<file path="src/rtl/secuencia_lectura_rtc.sv">
// secuencia_lectura_rtc
// Step sequencer for the RTC read-transfer decoder. A start request walks the
// decoder step address through 1..LAST_STEP, holding each step for
// TICKS_PER_STEP clocks. On the last tick of each field's step the returned
// byte is latched. The result is a stable snapshot of time, date and timer
// bytes, followed by a one-cycle done pulse.
module secuencia_lectura_rtc #(
    parameter int TICKS_PER_STEP = 4,
    parameter int LAST_STEP      = 50
) (
    input  logic       clk,
    input  logic       rst,
    input  logic       start,
    output logic [5:0] addr,
    output logic       en,
    output logic       busy,
    output logic       done,
    output logic       data_valid,
    input  logic [7:0] s_in,
    input  logic [7:0] m_in,
    input  logic [7:0] h_in,
    input  logic [7:0] d_in,
    input  logic [7:0] me_in,
    input  logic [7:0] a_in,
    input  logic [7:0] st_in,
    input  logic [7:0] mt_in,
    input  logic [7:0] ht_in,
    output logic [7:0] s,
    output logic [7:0] m,
    output logic [7:0] h,
    output logic [7:0] d,
    output logic [7:0] me,
    output logic [7:0] a,
    output logic [7:0] st,
    output logic [7:0] mt,
    output logic [7:0] ht
);

    // The tick counter only has to reach TICKS_PER_STEP-1; keep at least one
    // bit so a single-tick build still has a legal vector.
    localparam int TICK_W = (TICKS_PER_STEP > 1) ? $clog2(TICKS_PER_STEP) : 1;

    localparam logic [TICK_W-1:0] TICK_LAST = TICK_W'(TICKS_PER_STEP - 1);
    localparam logic [5:0]        ADDR_LAST = 6'(LAST_STEP);

    // Decoder step at which each field byte is presented on the bus.
    localparam logic [5:0] STEP_S  = 6'd10;
    localparam logic [5:0] STEP_M  = 6'd15;
    localparam logic [5:0] STEP_H  = 6'd20;
    localparam logic [5:0] STEP_D  = 6'd25;
    localparam logic [5:0] STEP_ME = 6'd30;
    localparam logic [5:0] STEP_A  = 6'd35;
    localparam logic [5:0] STEP_ST = 6'd40;
    localparam logic [5:0] STEP_MT = 6'd45;
    localparam logic [5:0] STEP_HT = 6'd50;

    typedef enum logic [1:0] {
        IDLE = 2'd0,
        RUN  = 2'd1,
        DONE = 2'd2
    } state_t;

    state_t            state;
    logic [TICK_W-1:0] tick;
    logic              step_end;

    // Last tick of the current step: the decoder bus has had the longest
    // possible time to settle, so this is where fields are sampled.
    assign step_end = (tick == TICK_LAST);

    // Sequencer FSM with registered control outputs.
    always_ff @(posedge clk or posedge rst) begin
        if (rst) begin
            state      <= IDLE;
            tick       <= '0;
            addr       <= 6'd0;
            en         <= 1'b0;
            busy       <= 1'b0;
            done       <= 1'b0;
            data_valid <= 1'b0;
        end else begin
            done <= 1'b0;
            case (state)
                IDLE: begin
                    tick <= '0;
                    if (start) begin
                        state <= RUN;
                        addr  <= 6'd1;
                        en    <= 1'b1;
                        busy  <= 1'b1;
                    end
                end
                RUN: begin
                    if (step_end) begin
                        tick <= '0;
                        if (addr == ADDR_LAST) begin
                            // Last step consumed: drop the decoder and report.
                            state      <= DONE;
                            addr       <= 6'd0;
                            en         <= 1'b0;
                            busy       <= 1'b0;
                            done       <= 1'b1;
                            data_valid <= 1'b1;
                        end else begin
                            addr <= addr + 6'd1;
                        end
                    end else begin
                        tick <= tick + 1'b1;
                    end
                end
                DONE: begin
                    // start is deliberately not looked at here, so a held
                    // request always leaves exactly one idle cycle.
                    state <= IDLE;
                end
                default: begin
                    state <= IDLE;
                    addr  <= 6'd0;
                    en    <= 1'b0;
                    busy  <= 1'b0;
                end
            endcase
        end
    end

    // Snapshot registers: load the raw field byte at the end of its step,
    // otherwise hold across idle periods and later sequences.
    always_ff @(posedge clk or posedge rst) begin
        if (rst) begin
            s  <= 8'h00;
            m  <= 8'h00;
            h  <= 8'h00;
            d  <= 8'h00;
            me <= 8'h00;
            a  <= 8'h00;
            st <= 8'h00;
            mt <= 8'h00;
            ht <= 8'h00;
        end else if ((state == RUN) && step_end) begin
            case (addr)
                STEP_S:  s  <= s_in;
                STEP_M:  m  <= m_in;
                STEP_H:  h  <= h_in;
                STEP_D:  d  <= d_in;
                STEP_ME: me <= me_in;
                STEP_A:  a  <= a_in;
                STEP_ST: st <= st_in;
                STEP_MT: mt <= mt_in;
                STEP_HT: ht <= ht_in;
                default: ;
            endcase
        end
    end

endmodule

</file>
<file path="config.mk">
export PLATFORM = sky130hd
export DESIGN_NAME = secuencia_lectura_rtc
export DESIGN_NICKNAME = d
export VERILOG_FILES = /design/src/rtl/secuencia_lectura_rtc.sv
export SDC_FILE = /design/constraint.sdc
export NUM_CORES = 1
export LEC_CHECK = 0
export CAP_MARGIN = 20
export CORE_ASPECT_RATIO = 0.5
export CORE_UTILIZATION = 32
export DETAILED_ROUTE_END_ITERATION = 7
export PLACE_DENSITY = 0.66
export SLEW_MARGIN = 10
export SYNTH_ARGS = -nofsm -noshare
export SYNTH_HDL_FRONTEND = slang
export SYNTH_SLANG_ARGS = --single-unit
</file>
<file path="constraint.sdc">
create_clock -name clk -period 2.94 [get_ports clk]
set_input_delay 0.882 -clock clk [delete_from_list [all_inputs] [get_ports clk]]
set_output_delay 0.882 -clock clk [all_outputs]
set_load 0.05 [all_outputs]
</file>
-- Word level (Yosys, flattened, before mapping)
Index checks and enable logic that the tools add are counted.
- register bits: 85
- logic and storage cells: 66
- $add $sub $neg: 2
- equal/unequal tests: 15
- mux-type cells: 17
- bitwise gates (word level): 1
- reduce and logical (&&, ||, !) cells: 16
- operators with widths (operator ; number):
    equality test 6 bit (second input constant) ; 4
    equality test 6 x 5 -> 1 bit (second input constant) ; 3
    2-to-1 mux 6 bit ; 3
    one-hot mux 6 bit (3 select lines) ; 1
    AND reduction 2 bit ; 9
    equality test 6 x 4 -> 1 bit (second input constant) ; 2
    AND reduction 3 bit ; 3
    2-to-1 mux 2 bit ; 4
    one-hot mux 2 bit (2 select lines) ; 2
    adder 6 x 1 -> 6 bit (second input constant) ; 1
    2-to-1 mux 1 bit ; 6
    inequality test 2 bit (second input constant) ; 3
    equality test 2 bit (second input constant) ; 2
    AND reduction 4 bit ; 1
    one-hot mux 1 bit (3 select lines) ; 1
    adder 2 x 1 -> 2 bit (second input constant) ; 1
    equality test 2 x 1 -> 1 bit (second input constant) ; 1
    logical NOT 2 bit ; 1
    nonzero test 2 bit ; 1
    logical AND 1 bit ; 1
    NOT 1 bit ; 1

-- Depth between registers and ports, before layout
Gate-level depths: netlist of run 1.
- depth in word-level cells: 4
- mapped depth: 6

-- Worst setup path after synthesis of run 1
No wires, ideal clock.
- path type: register to register
- start: reg addr[0]
- end: reg ht[0]
- arrival: 1.979 ns
- slack: 0.837 ns
- cell stages (with the launch flop): 7
- buffers on the path: 1
- path through: dfrtp_1 -> inv_1 -> ha_1 -> and4bb_2 -> nand4_1 -> buf_2 -> mux2_2
- cells in the longest elaborated chain, start to end: 2
- RTL lines (element ; line ; text):
    start, declared ; 14 ; output logic [5:0] addr,
    start signal, assigned ; 105 ; addr <= addr + 6'd1;
    equality test 6 bit ; 140 ; case (addr)
    AND reduction 2 bit (no line) ; -- ;
    end signal, assigned ; 149 ; STEP_HT: ht <= ht_in;
    end, declared ; 36 ; output logic [7:0] ht
Every way passes these cells.
A chain may end at the register's enable or synchronous reset.

-- Final worst setup path of run 1
- start: reg addr[5]
- end: out addr[5]
No word-level cell between the ends.

==> results of run 1 <==
==> power by group through the flow <==
| stage | combinational (mW) | clock, mW | sequential [mW] |
|---|---|---|---|
| 3_5_place_dp | 2.15 | 0 | 1.67 |
| 6_report | 2.13 | 1.14 | 1.65 |
| 3_3_place_gp | 2.12 | 0 | 1.65 |
| 5_1_grt | 2.24 | 1.23 | 1.70 |
| 4_1_cts | 2.15 | 1.17 | 1.65 |
| 2_1_floorplan | 0.670 | 0 | 2.40 |
==> per-stage QoR <==
step | total power, mW | hold slack, ns | cell area, µm² | instances
4_1_cts | 4.97 | 0.474 | 5590 | 543
6_report | 4.93 | 0.468 | 5590 | 543
3_3_place_gp | 3.77 | 0.452 | 5280 | 527
5_1_grt | 5.17 | 0.511 | 5590 | 543
3_5_place_dp | 3.82 | 0.455 | 5280 | 527
2_1_floorplan | 3.07 | 0.457 | 3540 | 236
==> flip-flops by register name, summed over array words and instances, names as in the netlist <==
signal and flops:
a 8, busy 1, addr 6, d 8, data_valid 1, mt 8, done 1, m 8
tick 2, state 2, s 8, h 8, ht 8, st 8, me 8
==> path summary, 6_finish.rpt <==
kind | from | end | slack (ns) | depth (start not counted)
max | addr[5]$_DFFE_PP0P_ | addr[5] | 0.29 | 1
min | data_valid$_DFFE_PP0P_ | data_valid$_DFFE_PP0P_ | 0.47 | 1
max reg2reg | addr[0]$_DFFE_PP0P_ | ht[6]$_DFFE_PP0P_ | 0.79 | 5
min reg2reg | data_valid$_DFFE_PP0P_ | data_valid$_DFFE_PP0P_ | 0.47 | 1
max in group asynchronous | rst | st[0]$_DFFE_PP0P_ | 1.35 | 3
min in group asynchronous | rst | h[5]$_DFFE_PP0P_ | 0.95 | 2
==> final cells by class <==
class                      count  area [µm²]  share of cell area, %
inverter                       6        26.3                  0.470
tap                          140         175                   3.13
multi-input combinational    135        1340                   24.0
clock inverter                 6        70.1                   1.25
sequential                    85        2130                   38.0
clock buffer                  10         239                   4.27
timing repair buffer         161        1610                   28.8
==> Yosys cell counts, drive strengths merged <==
cell type	instances	area [µm²]
a211oi	1	7.51
a32o	1	10.0
nor4	4	70.1
and4bb	2	25.0
nand2	6	22.5
o21bai	1	7.51
and3	2	12.5
nor2b	4	25.0
o221ai	3	26.3
a21o	1	7.51
o32ai	1	8.76
a21oi	1	5.00
or3b	1	8.76
o21a	1	7.51
and2	2	12.5
nor2	2	7.51
dfrtp	85	2130
a22o	1	8.76
nand4	2	12.5
o211a	1	10.0
nand3	4	20.0
inv	6	22.5
o21ai	3	15.0
clkbuf	3	11.3
nand2b	4	27.5
nand4b	1	8.76
nand3b	2	27.5
and4b	1	10.0
nor3b	1	7.51
nor3	3	37.5
ha	5	62.6
a221o	2	20.0
buf	7	36.3
mux2	72	811
==> cells by family (layout without fill, tap and decap cells) <==
family | Yosys count | after routing | share of synthesized area, %
flip-flops | 85 | 85 | 60.1
buffers and inverters | 16 | 183 | 1.98
multiplexers | 72 | 72 | 22.9
AND/OR/NAND/NOR | 41 | 41 | 9.47
adder cells (fa/ha/maj) | 5 | 5 | 1.77
AO/OA/AOI/OAI | 17 | 17 | 3.78
==> metal layers <==
layer	part of all wire, %	track usage (%)	up-vias
li1	-	-	1175
met1	41	16.8	1249
met2	54	27.9	59
met3	4.4	4.19	6
met4	0.92	3.60	0
met5	0	0	-
==> flow_summary.ini, run 1 <==
[yosys]
ys_ff_latch = 85
yosysUniqueCellTypes = 41
netlist_area_um2 = 3540
seq_area_frac_synth_pct = 60.1
syn_nets = 316
synth_warnings = 0
syn_inst = 236
syn_avg_cell_area_um2 = 15.0

[final_layout]
nets = 478
antenna_cells = 0
final_core_utilization_pct = 53.4
area_growth_pct = 58.0
drive_gt1_share_pct = 25.6
final_common_cell = clkdlybuf4s50_1
fillers = 877
final_cell_mix = 156 x clkdlybuf4s50_1, 85 x dfrtp_1, 71 x mux2_2

[die]
die_h_um = 76.4
die_w_um = 151
rows = 26
core_um2 = 10500
ios = 157
dieArea_um2 = 11500
start_util_pct = 33.8

[global_route]
grt_usage_pct = 15.0
grt-ovfl-total = 0
antenna_found_initial = 0
grt_pass1_wl_um = 13500
grt_start_max_net_pins = 37
first_global_vias = 2746

[cts]
cts.sinks = 85
cts_tree = yes
cts_root_buf = clkbuf_16
cts_setup_buffers = 0
cts_max_path_buffers = 2
clock_latency_ns = 0.33
cts_max_level = 3
cts_buffers = 9
path_clk_slew_ns = 0.06
ctsHoldBuffers = 0
post_cts_resized = 0

[pwr]
ir_drop_v = 0.000533
seq_power_share_pct = 33.6
clkPwrFrac_pct = 23.1
p_int_mw = 2.93
power_density_nw_per_um2 = 881
p_leak_nw = 2.48
p_sw_mw = 2.00
power_frac_comb_pct = 43.3
switching_share_pct = 40.6

[place]
hpwl_um = 6520
io_buffers = 156
gp_congestion = 0.781
dp_slack_ns = 0.628

[sta]
rsz0062_at_grt = no
tightest_slew_ns = 0.604
fmax_ghz = 0.377
min_period_ns = 2.65
hold_violations = 0
setup-violations-final = 0
period_share_pct = 90.1
fin_ws_ns = 0.290
clock_skew_ns = 0.00585
fin_setup_tns_ns = 0
slew-limit-headroom_pct = 59.4
finalMaxSlewViolations = 0

[run]
cap_violations = 0

[worst_setup_path]
cp.required_ns = 2.06
slowest_stage = clkdlybuf4s50_1
cp_cell_sequence = clkdlybuf4s50_1
cp-end-kind = primary output
startpoint_type = flop
crit_arrival_ns = 1.77
critPathTopFamily = buffers and inverters
critPathMaxFanout = 11
worstSetupPathType = reg2out
slowest_delay_ns = 0.88
path_buf_inv = 1

[route]
vias = 2489
ant_nets = 0
dr.pass1.iters = 4
drt_iter0_markers = 88
post_drt_wl_per_cell_um = 15.2
vias_per_cell = 4.58
wirelength_um = 8280
drc = 0

[min_path]
hp-class = reg2reg

[status]
outcome = finished, final reports clean
(Power assumes the default switching activity.)
==> run 2: changes to the inputs <==
==> constraint.sdc (replaced) <==
create_clock -name clk -period 2.94 [get_ports clk]
set_input_delay 0.588 -clock clk [delete_from_list [all_inputs] [get_ports clk]]
set_output_delay 0.588 -clock clk [all_outputs]
set_load 0.05 [all_outputs]
==> run 2 against run 1 <==
Routed wire length grew 2.3%. Global-route usage rose by 0.49 points. Sequential share of layout area rose by 0.26 points. Maximum frequency is 6.5% higher. Critical path depth is the same. Sequential cell count unchanged. Largest cell class unchanged. Largest power group unchanged.
==> flow_summary.ini, run 2 (synthesized netlist as in run 1, its figures left out) <==
[status]
outcome = finished, final reports clean

[sta]
finalMaxSlewViolations = 0
hold_violations = 0
slew-limit-headroom_pct = 49.8
setup-violations-final = 0
clock_skew_ns = 0.00633
min_period_ns = 2.49
fin_setup_tns_ns = 0
tightest_slew_ns = 0.753
fmax_ghz = 0.402
rsz0062_at_grt = no
period_share_pct = 84.6

[worst_setup_path]
worstSetupPathType = reg2out
endpoint = addr[4]
crit_arrival_ns = 1.90
r2r-start = addr[0]$_DFFE_PP0P_
critPathLaunch = addr[4]$_DFFE_PP0P_
slowest_delay_ns = 0.92
critPathTopFamily = buffers and inverters
startpoint_type = flop
path_buf_inv = 1
cp_cell_sequence = clkdlybuf4s50_1
cp.depth = 1
r2r_cells = 5
slowest_stage = clkdlybuf4s50_1
rrSetupSlack_ns = 0.77
r2r_end = ht[3]$_DFFE_PP0P_
cp.required_ns = 2.35
cp-end-kind = primary output
critPathMaxFanout = 13

[global_route]
antenna_found_initial = 0
first_global_vias = 2615
grt_pass1_wl_um = 13700
grt-ovfl-total = 0
grt_usage_pct = 15.5
grt_start_max_net_pins = 44

[place]
placed_area_um2 = 5250
gp_congestion = 0.806
hpwl_um = 6570
io_buffers = 156

[cts]
cts.sinks = 85
cts_setup_buffers = 0
path_clk_slew_ns = 0.06
cts_root_buf = clkbuf_16
cts_max_level = 3
clock_latency_ns = 0.33
post_cts_resized = 0
cts_tree = yes
cts_max_path_buffers = 2
cts_buffers = 9
ctsHoldBuffers = 0

[die]
start_util_pct = 33.8
dieArea_um2 = 11500
die_w_um = 151
ios = 157
die_h_um = 76.4
core_um2 = 10500
rows = 26

[pwr]
p_sw_mw = 1.98
clkPwrFrac_pct = 22.9
ir_drop_v = 0.000500
total_power_mw = 4.91
switching_share_pct = 40.3
p_int_mw = 2.93
power_frac_comb_pct = 42.9
seq_power_share_pct = 34.2
p_leak_nw = 2.46
power_density_nw_per_um2 = 884

[final_layout]
final_cell_mix = 156 x clkdlybuf4s50_1, 85 x dfrtp_1, 71 x mux2_2
multi_input_area_um2 = 1340
seqCellArea_um2 = 2130
fin_area_um2 = 5550
final_common_cell = clkdlybuf4s50_1
antenna_cells = 0
drive_gt1_share_pct = 24.3
fillers = 873
final_core_utilization_pct = 53.0
nets = 474
area_growth_pct = 56.9

[route]
dr.pass1.iters = 4
vias_per_cell = 4.63
drc = 0
topRoutingLayerUsed = met4
wl_met3_um = 399
ant_nets = 0
wirelength_um = 8470
wl_met2_um = 4610
post_drt_wl_per_cell_um = 15.7
drt_iter0_markers = 109
vias = 2494
drt-met1-wl_um = 3370

[min_path]
hp-class = reg2reg

[run]
cap_violations = 0
==> run 2: cell types whose count changed in the layout (fill, tap and decap cells not counted), sizes merged <==
cell / before / now
inv: 7 / 5
clkinvlp: 1 / 0
clkbuf: 10 / 13
buf: 5 / 1
==> run 2: routing by layer <==
| metal | track usage (%) | vias up |
|---|---|---|
| met5 | 0 | - |
| met4 | 4.90 | 0 |
| met3 | 3.83 | 6 |
| met2 | 27.9 | 73 |
| met1 | 18.0 | 1248 |
| li1 | - | 1167 |
==> run 2: layout make-up <==
type	count	share of cell area (%)
Timing Repair Buffer	157	28.5
Multi-Input combinational cell	135	24.2
Sequential cell	85	38.3
Inverter	6	0.428
Clock inverter	3	0.788
Clock buffer	13	4.69
Tap cell	140	3.15
==> run 2: power groups by stage <==
stage	Clock, mW	Combinational [mW]	Sequential, mW
2_1_floorplan	0	0.670	2.40
3_3_place_gp	0	2.09	1.68
3_5_place_dp	0	2.11	1.70
4_1_cts	1.17	2.12	1.68
5_1_grt	1.23	2.20	1.73
6_report	1.12	2.10	1.68
==> run 2: worst min path at each step <==
| stage | start | endpoint | slack [ns] | cells after the start |
|---|---|---|---|---|
| 4_1_cts | data_valid$_DFFE_PP0P_ | data_valid$_DFFE_PP0P_ | 0.49 | 1 |
| 3_5_place_dp | data_valid$_DFFE_PP0P_ | data_valid$_DFFE_PP0P_ | 0.47 | 1 |
| 3_3_place_gp | data_valid$_DFFE_PP0P_ | data_valid$_DFFE_PP0P_ | 0.46 | 1 |
| 2_1_floorplan | tick[1]$_DFFE_PP0P_ | tick[1]$_DFFE_PP0P_ | 0.46 | 2 |
| 5_1_grt | data_valid$_DFFE_PP0P_ | data_valid$_DFFE_PP0P_ | 0.51 | 1 |
| 6_report | data_valid$_DFFE_PP0P_ | data_valid$_DFFE_PP0P_ | 0.48 | 1 |
==> run 2: per-stage QoR <==
stage          worst slack (ns)  hold WS [ns]  std cells
3_3_place_gp              0.834         0.465        523
3_5_place_dp              0.747         0.465        523
6_report                  0.451         0.480        539
5_1_grt                   0.390         0.509        539
2_1_floorplan             0.159         0.457        236
4_1_cts                   0.432         0.491        539
